===== src/rtl/em_access_ctrl.sv =====
// Two-requester round-robin sequencer for the external memory data port: range check, lane
// address/write-code generation, read capture. Optional EMC_SIGN_EXTEND_EN enables signed byte/half loads.
module em_access_ctrl #(
  parameter int MemSize = 49,
  parameter int AddrW   = 10
) (
  input  logic                 clock,
  input  logic                 reset,
  input  logic [1:0]           req,
  input  logic [1:0]           we,
  input  logic [3:0]           size,
  input  logic [1:0]           sext,
  input  logic [2*AddrW-1:0]   addr,
  input  logic [63:0]          wdata,
  output logic [1:0]           ack,
  output logic [31:0]          rdata,
  output logic                 fault,
  output logic                 busy,
  output logic [2:0]           em_control,
  output logic [4*AddrW-1:0]   em_address,
  output logic [31:0]          em_wdata,
  input  logic [31:0]          em_read
);

  localparam int LW = AddrW + 2;
  localparam logic [LW-1:0] MEM_LIM = LW'(MemSize);

  typedef enum logic [1:0] {IDLE, GRANT, ACCESS, RESP} state_t;

  state_t             state_q, state_d;
  logic               ptr_q, ptr_d;
  logic               win_q, win_d;
  logic               we_q, we_d;
  logic [1:0]         size_q, size_d;
  logic               sext_q, sext_d;
  logic [1:0]         ack_q, ack_d;
  logic [31:0]        rdata_q, rdata_d;
  logic               fault_q, fault_d;
  logic               busy_q, busy_d;
  logic [2:0]         em_control_q, em_control_d;
  logic [4*AddrW-1:0] em_address_q, em_address_d;
  logic [31:0]        em_wdata_q, em_wdata_d;

  logic               sel, sel_we, sel_sext, bad;
  logic [1:0]         sel_size;
  logic [AddrW-1:0]   sel_addr, a1, a2, a3;
  logic [31:0]        sel_wd, store_lanes, load_val;
  logic [LW-1:0]      nbytes, last;

  // Winner selection and request decode for the GRANT cycle
  always_comb begin
    sel      = (req == 2'b11) ? ~ptr_q : req[1];
    sel_we   = sel ? we[1] : we[0];
    sel_sext = sel ? sext[1] : sext[0];
    sel_size = sel ? size[3:2] : size[1:0];
    sel_addr = sel ? addr[2*AddrW-1:AddrW] : addr[AddrW-1:0];
    sel_wd   = sel ? wdata[63:32] : wdata[31:0];
    case (sel_size)
      2'd1:    nbytes = LW'(2);
      2'd2:    nbytes = LW'(4);
      default: nbytes = LW'(1);
    endcase
    last = {2'b00, sel_addr} + nbytes - LW'(1);
    bad  = (sel_size == 2'd3) || (last >= MEM_LIM);
    a1   = (sel_size == 2'd0) ? sel_addr : sel_addr + AddrW'(1);
    a2   = (sel_size == 2'd0) ? sel_addr :
           (sel_size == 2'd1) ? sel_addr + AddrW'(1) : sel_addr + AddrW'(2);
    a3   = (sel_size == 2'd0) ? sel_addr :
           (sel_size == 2'd1) ? sel_addr + AddrW'(1) : sel_addr + AddrW'(3);
    case (sel_size)
      2'd0:    store_lanes = {24'b0, sel_wd[7:0]};
      2'd1:    store_lanes = {16'b0, sel_wd[15:0]};
      default: store_lanes = sel_wd;
    endcase
  end

  always_comb begin
    case (size_q)
      2'd0:    load_val = {24'b0, em_read[7:0]};
      2'd1:    load_val = {16'b0, em_read[15:0]};
      default: load_val = em_read;
    endcase
`ifdef EMC_SIGN_EXTEND_EN
    if (sext_q && size_q == 2'd0) load_val[31:8] = {24{em_read[7]}};
    if (sext_q && size_q == 2'd1) load_val[31:16] = {16{em_read[15]}};
`endif
  end

`ifndef EMC_SIGN_EXTEND_EN
  logic unused_sext;
  assign unused_sext = sext_q;
`endif

  always_comb begin
    state_d      = state_q;
    ptr_d        = ptr_q;
    win_d        = win_q;
    we_d         = we_q;
    size_d       = size_q;
    sext_d       = sext_q;
    ack_d        = 2'b00;
    rdata_d      = 32'b0;
    fault_d      = 1'b0;
    em_control_d = 3'd0;
    em_address_d = '0;
    em_wdata_d   = 32'b0;
    case (state_q)
      IDLE: if (|req) state_d = GRANT;
      GRANT: begin
        if (!(|req)) begin
          state_d = IDLE;
        end else begin
          win_d  = sel;
          we_d   = sel_we;
          size_d = sel_size;
          sext_d = sel_sext;
          if (bad) begin
            state_d = RESP;
            ack_d   = sel ? 2'b10 : 2'b01;
            fault_d = 1'b1;
          end else begin
            state_d      = ACCESS;
            em_address_d = {a3, a2, a1, sel_addr};
            if (sel_we) begin
              em_control_d = {1'b0, sel_size} + 3'd1;
              em_wdata_d   = store_lanes;
            end
          end
        end
      end
      ACCESS: begin
        state_d = RESP;
        ack_d   = win_q ? 2'b10 : 2'b01;
        rdata_d = we_q ? 32'b0 : load_val;
      end
      RESP: begin
        state_d = IDLE;
        ptr_d   = win_q;
      end
      default: state_d = IDLE;
    endcase
    busy_d = (state_d != IDLE);
  end

  always_ff @(posedge clock) begin
    if (reset) begin
      state_q      <= IDLE;
      ptr_q        <= 1'b1;
      win_q        <= 1'b0;
      we_q         <= 1'b0;
      size_q       <= 2'd0;
      sext_q       <= 1'b0;
      ack_q        <= 2'b00;
      rdata_q      <= 32'b0;
      fault_q      <= 1'b0;
      busy_q       <= 1'b0;
      em_control_q <= 3'd0;
      em_address_q <= '0;
      em_wdata_q   <= 32'b0;
    end else begin
      state_q      <= state_d;
      ptr_q        <= ptr_d;
      win_q        <= win_d;
      we_q         <= we_d;
      size_q       <= size_d;
      sext_q       <= sext_d;
      ack_q        <= ack_d;
      rdata_q      <= rdata_d;
      fault_q      <= fault_d;
      busy_q       <= busy_d;
      em_control_q <= em_control_d;
      em_address_q <= em_address_d;
      em_wdata_q   <= em_wdata_d;
    end
  end

  assign ack        = ack_q;
  assign rdata      = rdata_q;
  assign fault      = fault_q;
  assign busy       = busy_q;
  assign em_control = em_control_q;
  assign em_address = em_address_q;
  assign em_wdata   = em_wdata_q;

endmodule


===== config.mk =====
export PLATFORM = sky130hd
export DESIGN_NAME = em_access_ctrl
export DESIGN_NICKNAME = d
export VERILOG_FILES = /design/src/rtl/em_access_ctrl.sv
export SDC_FILE = /design/constraint.sdc
export NUM_CORES = 1
export LEC_CHECK = 0
export BUFFER_PORTS_ARGS = -buffer_cell sky130_fd_sc_hd__buf_2
export CAP_MARGIN = 20
export CORE_MARGIN = 2
export CORE_UTILIZATION = 47
export CTS_CLUSTER_DIAMETER = 50
export DETAILED_ROUTE_END_ITERATION = 10
export GPL_ROUTABILITY_DRIVEN = 0
export PLACE_DENSITY = 0.92
export SYNTH_ARGS = -nofsm -noshare
export SYNTH_HDL_FRONTEND = slang
export SYNTH_SLANG_ARGS = --single-unit

===== constraint.sdc =====
create_clock -name clock -period 5.2 [get_ports clock]
set_input_delay 0.26 -clock clock [delete_from_list [all_inputs] [get_ports clock]]
set_output_delay 0.26 -clock clock [all_outputs]
set_load 0.01 [all_outputs]

==> impl_results.md, run 1 <==
* HP Start: wdata[25]
* Clock transition at path regs at 60 ps
* Syn Std Cell Area at 5060 um2
* DRT Wirelength at 16000 um
* H-tree depth reported by CTS at 4
* Ys async rst share at 0%
* Crit-path max FO at 14
* Worst endpoint required time at 5630 ps
* TritonCTS clock tree: built
* Gr busiest metal: met2
* Final hold violations at 0
* Post-synth EDFFs at 0
* Syn Inst Count at 536
* Core area at 10400 um2
* Length in cells of the worst reg-to-reg path at 15
* Top cells by area, synth: dfxtp_1, ha_1, nor2_1, xnor2_1, nand2_1
* Max Fclk at 0.219 GHz
* Global Route met2 Usage at 50.4%
* Initial antenna violation count at 2
* Synth unique cells at 54
* Count of final max-slew check failures at 0
* # fillers at 717
* Hold Crit Depth at 3
* Root Buffer: clkbuf_8
* PortBufs at 236
* Skew final at 13.9 ps
* CP most frequent cell: a21oi_1
* Setup_tns at 0 ps
* Setup crit start kind: flip-flop
* Most frequent cells in the layout: buf_2, dfxtp_1, nor2_1
* Worst-skew pair later-pin latency at 510 ps
* PwrDens at 345 nW/um2
* Global Route Usage Sum at 27.1%
* Max-Cap Viols at 0
* R2r setup slk at 630 ps
* Period minus WS final at 4570 ps
* Vias/cell at 5.09
* Final setup viols at 0
* GR Overflow Total at 0
* WHS Endpoint: em_wdata[25]
* Starting Density at 48.8%
* P&R area growth vs syn at 49.2%
* Die ar. at 11600 um2
* Worst vdd ir at 0.181 mV
* HP Class: in -> reg
* Rows at 37
* Worst-case clock buffer depth at 2
* Slew at the pin with the worst max-slew slack at 1150 ps
* Via count at 5051
* Max-Slew Margin vs Limit at 22.7%
* P_leak at 3.84 nW
* Reg2reg end: em_wdata[5]
* Routed WL per cell at 16.2 um
* Die W at 108 um
* Critical path capture point type: flip-flop
* DRT Pass-1 Iters at 4
* Synth Warn # at 0
* Reg2reg start: ptr_q
* Syn Area/Cell at 9.44 um2
* Largest net degree at the start of global routing at 33
* DRC viols at 0
* HPWL after detailed placement at 10600 um
* Flops & latches, synth at 118
* Final Util at 72.8%
* TritonCTS buffer count at 17
* Drt initial violations at 275
* Number of clock sinks at 118
* Worst path top cell family by delay: compound AO/OA/AOI/OAI gates
* Nets at 998
* Die H at 108 um
* Critical Path, Cell by Cell: a21bo_2, mux2i_2, buf_4, inv_1, nand2_1, ha_1, fa_1, nand2b_1, a21oi_1, o31ai_1, a221oi_1, and3_1, nand3_1, a21oi_1, dlygate4sd3_1
* Crit path kind: reg -> reg
* ANT nets after route at 0
* Slowest stage delay, CP at 600 ps
* Worst EP arrival at 5010 ps
* Period utilization at 88.0%
* Met3 Use GR at 6.66%
* Vias in the first global route at 5047
* Outcome: complete, no violations
* Critical-path top delay cell: dlygate4sd3_1
* Net count after synthesis at 693
* Commonest non-fill, non-tap cell in the layout: buf_2
* CTS resizes at 0
* Share of layout cells above drive strength 1 at 36.2%
* Register area share after synthesis at 46.7%
* Met1 Track Usage GR at 28.5%
* First-pass GRT wire length at 24300 um
* I/O pin cnt at 239
* CP Buf/Inv Count at 3
* Final hold slack at 13.9 ps
* Cell taking the most area after synthesis: dfxtp_1
* Share of the synthesized area in the top cell type at 46.7%
* RSZ-0062 raised after global routing: false
* Synth Flop Type: dfxtp_1
## worst max-delay path by stage
stage / from / end / slack (ps) / depth (start not counted)
finish: ptr_q / em_wdata[5] / 630 / 15
global route: ptr_q / em_wdata[5] / 290 / 15
CTS: ptr_q / em_wdata[30] / 330 / 15
detailed placement: req[1] / em_wdata[27] / 710 / 15
global placement: req[1] / em_wdata[15] / 800 / 16
floorplan: ptr_q / em_wdata[12] / 1170 / 19
## cell usage after synthesis (all sizes together) (2+ instances only)
cell and count:
a21o 4, ha 28, dfxtp 118, xor2 4, or2 2, and3 17, nor2b 5, nand4 4
a211oi 9, a21oi 32, a221oi 2, nor2 64, a2111oi 9, a31oi 2, or3 3, a22oi 3
nand3 15, buf 16, inv 25, nand2 58, nand2b 7, o21a 3, and2 17, mux2i 21
o21ai 9, nor3 5, nor3b 2, clkbuf 10, xnor2 25
## final cells by class
| class | count | area, um2 | area share [%] |
|---|---|---|---|
| tap | 136 | 170 | 2.25 |
| clock buffer | 17 | 414 | 5.49 |
| clock inverter | 15 | 121 | 1.61 |
| timing repair buffer | 312 | 1900 | 25.1 |
| antenna | 2 | 5.00 | 0.0663 |
| multi-input combinational | 367 | 2490 | 32.9 |
| sequential | 118 | 2360 | 31.3 |
| inverter | 25 | 93.8 | 1.24 |
## routing by layer
layer / part of all wire [%] / wire (um) / up-vias
met1: 38 / 6130 / 2372
li1: - / - / 2416
met5: 0 / 0 / -
met2: 52 / 8350 / 222
met3: 6.4 / 1030 / 41
met4: 3.3 / 522 / 0
## tightest hold or removal path, delay by kind of cell
kind / cells / cell delay, ps
AO/OA/AOI/OAI: 1 / 60
buffers and inverters: 1 / 100
AND/OR/NAND/NOR: 1 / 50
## what timing repair did
item	4_1_cts	5_1_grt
buffers inserted	0	4
endpoints found under the setup margin	0	6
hold endpoints to repair	48	0
hold buffers	58	0
## cells by family (layout without fill, tap and decap cells)
| logic type | Yosys count | after routing | share of synthesized area (%) |
|---|---|---|---|
| other | 1 | 3 | 0.0741 |
| AO/OA/AOI/OAI | 84 | 84 | 13.1 |
| multiplexers | 22 | 22 | 4.62 |
| flip-flops | 118 | 118 | 46.7 |
| adder cells (fa/ha/maj) | 29 | 29 | 7.32 |
| buffers and inverters | 51 | 369 | 4.52 |
| AND/OR/NAND/NOR | 202 | 202 | 18.7 |
| XOR/XNOR | 29 | 29 | 5.02 |
## where the power goes
group / leakage (nW) / switching, mW / total [mW] / internal, mW
clock network: 0.254 / 0.463 / 1.06 / 0.596
registers: 0.952 / 0.0289 / 0.972 / 0.943
logic: 2.64 / 0.326 / 0.577 / 0.251
## metrics by stage
step           cells  worst slack [ps]  cell area, um2  total power, mW
2_1_floorplan    536              1170            5060             1.36
3_3_place_gp     896               801            6400             1.50
3_5_place_dp     896               707            6400             1.51
4_1_cts          986               333            7510             2.60
5_1_grt          992               294            7550             2.71
6_report         992               626            7550             2.61
## state kept, by name, summed over array words and instances, names as in the netlist
name,flops
win_q,1
ack,2
em_wdata,32
ptr_q,1
em_address,40
fault,1
em_control,3
size_q,2
busy,1
rdata,32
state_q,2
we_q,1
(Power assumes the default switching activity.)
==> inputs of run 2 (changes only) <==
==> constraint.sdc (replaced) <==
create_clock -name clock -period 4.5 [get_ports clock]
set_input_delay 0.225 -clock clock [delete_from_list [all_inputs] [get_ports clock]]
set_output_delay 0.225 -clock clock [all_outputs]
set_load 0.01 [all_outputs]
==> impl_results.md, run 2 (synthesized netlist as in run 1, its figures left out) <==
* Worst EP arrival at 4820 ps
* Wire length on met3 at 1450 um
* Period utilization at 97.0%
* HPWL after detailed placement at 10700 um
* Core area at 10400 um2
* P_leak at 4.00 nW
* Root Buffer: clkbuf_8
* Starting Density at 48.8%
* RSZ-0062 raised after global routing: false
* Worst endpoint required time at 4950 ps
* Setup_tns at 0 ps
* Die ar. at 11600 um2
* Drt initial violations at 357
* Share of layout cells above drive strength 1 at 35.6%
* Global Route Usage Sum at 29.8%
* Crit path kind: reg -> reg
* Final hold violations at 0
* PortBufs at 236
* Routed WL per cell at 17.2 um
* Commonest non-fill, non-tap cell in the layout: buf_2
* Initial antenna violation count at 3
* Period minus WS final at 4370 ps
* Largest net degree at the start of global routing at 33
* DRC viols at 0
* Max Fclk at 0.229 GHz
* P&R area growth vs syn at 54.9%
* H-tree depth reported by CTS at 4
* I/O pin cnt at 239
* Worst vdd ir at 0.217 mV
* DRT Wirelength at 17400 um
* Worst-skew pair later-pin latency at 510 ps
* Met1 Wirelength at 6210 um
* HP Class: in -> reg
* Max-Slew Margin vs Limit at 63.7%
* Vias/cell at 5.18
* Worst-case clock buffer depth at 2
* Slew at the pin with the worst max-slew slack at 542 ps
* Vias in the first global route at 5429
* Most frequent cells in the layout: buf_2, dfxtp_1, dlygate4sd3_1
* Final setup viols at 0
* DRT Pass-1 Iters at 4
* First-pass GRT wire length at 26600 um
* Met2 wire length at 8860 um
* Crit-path max FO at 16
* TritonCTS buffer count at 17
* PwrDens at 402 nW/um2
* Via count at 5258
* Setup crit start kind: flip-flop
* Count of final max-slew check failures at 0
* GR Overflow Total at 0
* Rows at 37
* Number of clock sinks at 118
* TritonCTS clock tree: built
* Top routing layer in use: met4
* Skew final at 9.19 ps
* Max-Cap Viols at 0
* Max reg flops at 40
* Clock transition at path regs at 60 ps
* Die H at 108 um
* Outcome: complete, no violations
* Final Util at 75.6%
* Buffers inserted by post-CTS timing repair at 0
* Nets at 1020
* Die W at 108 um
* Critical path capture point type: flip-flop
* ANT nets after route at 0
run 2: cell count changes in the layout (fill, tap and decap cells not counted), sizes merged:
cell,before,now
dlygate4sd3,58,80
bufinv,0,2
clkinv,5,3
diode,2,3
run 2: report_power, final:
group	total [mW]	switching, mW	internal [mW]
Combinational	0.696	0.393	0.303
Sequential	1.13	0.0356	1.09
Clock	1.33	0.533	0.800
run 2: critical path, cell delays in order (launching register included):
cell	delay [ps]
dfxtp_1	400
a21bo_4	220
mux2i_2	290
buf_4	280
nand2_1	100
ha_1	320
fa_1	480
nand2b_1	180
a21oi_1	180
o31ai_1	90
a221oi_1	410
and3_4	290
nand4_1	90
buf_4	220
a21oi_1	180
dlygate4sd3_1	560
run 2: stage by stage:
stage	cells	area (um2)	power, mW	hold slack [ps]	setup slack [ps]
2_1_floorplan	536	5060	1.57	347	473
3_3_place_gp	899	6420	1.74	424	409
3_5_place_dp	899	6420	1.76	427	237
4_1_cts	1011	7800	3.13	18.1	113
5_1_grt	1015	7840	3.29	54.5	7.31
6_report	1015	7840	3.15	30.0	134
run 2: final timing paths:
| kind | from | to | slack, ps | cells past startpoint |
|---|---|---|---|---|
| worst max register to register | ptr_q | em_wdata[23] | 130 | 15 |
| worst min register to register | size_q[0] | size_q[0] | 520 | 2 |
| worst max-delay path | ptr_q | em_wdata[23] | 130 | 15 |
| worst min-delay path | reset | win_q | 30 | 2 |
run 2: repair_timing:
item                       in CTS  in global routing
hold endpoints to repair       56                  0
gates resized for setup         0                  5
setup endpoints to repair       0                 56
hold buffers                   80                  0
run 2: layer usage:
metal	up-vias	global-route usage [%]
met3	87	9.20
met4	0	17.7
met5	-	0
met1	2410	30.5
li1	2468	-
met2	293	53.0
run 2: area by class of cell:
cell class                 count  area, um2
timing repair buffer         334       2120
clock buffer                  17        414
inverter                      25       97.6
antenna                        3       7.51
fill                         665       2530
clock inverter                15        166
tap                          136        170
multi-input combinational    367       2500
sequential                   118       2360
==> inputs of run 3 (changes only) <==
==> constraint.sdc (replaced) <==
create_clock -name clock -period 4.6 [get_ports clock]
set_input_delay 0.23 -clock clock [delete_from_list [all_inputs] [get_ports clock]]
set_output_delay 0.23 -clock clock [all_outputs]
set_load 0.01 [all_outputs]
==> impl_results.md, run 3 (synthesized netlist as in run 1, its figures left out) <==
* Final hold slack at 51.8 ps
* Setup crit start kind: flip-flop
* DRC viols at 0
* DRT Wirelength at 18100 um
* Worst-skew pair later-pin latency at 510 ps
* Worst EP arrival at 4860 ps
* Routed WL per cell at 17.8 um
* Critical path capture point type: flip-flop
* TritonCTS clock tree: built
* Commonest non-fill, non-tap cell in the layout: buf_2
* HPWL after detailed placement at 10700 um
* HP Class: in -> reg
* P&R area growth vs syn at 55.1%
* Period minus WS final at 4410 ps
* Core area at 10400 um2
* Global Route Usage Sum at 30.6%
* Max reg flops at 40
* Multi-input gate area at 2500 um2
* # fillers at 675
* Most frequent cells in the layout: buf_2, dfxtp_1, dlygate4sd3_1
* GR Overflow Total at 0
* DRT Pass-1 Iters at 7
* Max-Cap Viols at 0
* Nets at 1019
* H-tree depth reported by CTS at 4
* Worst-case clock buffer depth at 2
* Vias/cell at 5.24
* Max-Slew Margin vs Limit at 22.1%
* Setup_tns at 0 ps
* Crit-path max FO at 16
* Drt initial violations at 405
* Rows at 37
* Vias in the first global route at 5431
* Global Route met2 Usage at 54.0%
* I/O pin cnt at 239
* Outcome: complete, no violations
* Root Buffer: clkbuf_8
* Crit path kind: reg -> reg
* Initial antenna violation count at 3
* Length in cells of the worst reg-to-reg path at 17
* Final hold violations at 0
* Register area at 2360 um2
* Slew at the pin with the worst max-slew slack at 1160 ps
* Final setup viols at 0
* First-pass GRT wire length at 26900 um
* Max Fclk at 0.227 GHz
* Skew final at 14.4 ps
* Hold Crit Depth at 2
* Starting Density at 48.8%
* TritonCTS buffer count at 17
* Die W at 108 um
* Slowest stage delay, CP at 610 ps
* Worst vdd ir at 0.187 mV
* P_leak at 4.01 nW
* RSZ-0062 raised after global routing: false
* PortBufs at 236
* Clock transition at path regs at 60 ps
* ANT nets after route at 0
* Met3 Use GR at 8.11%
* Period utilization at 95.9%
* Gr busiest metal: met2
* Finished Cell Area at 7850 um2
* Count of final max-slew check failures at 0
* Number of clock sinks at 118
* Post-place instance area at 6410 um2
* PwrDens at 399 nW/um2
* Critical Path, Cell by Cell: a21bo_2, buf_4, mux2i_2, ha_1, inv_1, ha_1, inv_1, fa_1, nand2b_1, a21oi_1, o31ai_1, a221oi_1, and3_2, nand4_1, buf_4, a21oi_1, dlygate4sd3_1
* Die H at 108 um
* Largest net degree at the start of global routing at 33
* Share of layout cells above drive strength 1 at 35.5%
* Worst endpoint required time at 5050 ps
* Critical-path top delay cell: dlygate4sd3_1
* Met1 Track Usage GR at 31.7%
* Die ar. at 11600 um2
* Via count at 5323
-- run 3: final timing paths --
check | end | slack [ps] | start
setup / recovery | em_wdata[20] | 190 | ptr_q
hold / removal | win_q | 50 | reset
setup reg to reg | em_wdata[20] | 190 | ptr_q
hold reg to reg | ack[1] | 520 | win_q
-- run 3: repair_timing --
item | in CTS | in global routing
buffers inserted | 0 | 0
hold endpoints to repair | 56 | 0
hold buffers | 80 | 0
resized for setup | 0 | 3
endpoints found under the setup margin | 0 | 27
-- run 3: per-layer routing --
metal	wire, um	part of all wire (%)
met5	0	0
met4	967	5.3
met3	1380	7.6
met2	9270	51
met1	6470	36
-- run 3: metrics by stage --
step / cells / setup slack, ps / power (mW) / util (%)
after floorplan: 536 / 573 / 1.53 / -
after global placement: 898 / 464 / 1.70 / 61.8
after detailed placement: 898 / 367 / 1.72 / 61.8
after CTS: 1010 / 194 / 3.10 / 75.4
after global routing: 1014 / 7.48 / 3.25 / 75.7
final: 1015 / 188 / 3.13 / 75.7
-- run 3: final cells by class --
cell class                      count  share of cell area [%]
Tap cell                          136                    2.17
Clock inverter                     14                    2.25
Multi-Input combinational cell    367                    31.8
Sequential cell                   118                    30.1
Clock buffer                       18                    5.45
Antenna cell                        4                   0.128
Inverter                           25                    1.20
Timing Repair Buffer              333                    26.9
-- run 3: where the power goes --
| part | switching, mW | internal [mW] |
|---|---|---|
| combinational | 0.383 | 0.294 |
| clock | 0.510 | 0.845 |
| sequential | 0.0344 | 1.07 |
-- run 3: critical path, delay by kind of cell (launching register included) --
family	cells	cell delay, ps
buf+inv	5	1190
simple gates	3	630
flops	1	390
mux	1	270
compound gates	5	1050
fa+ha+maj	3	840
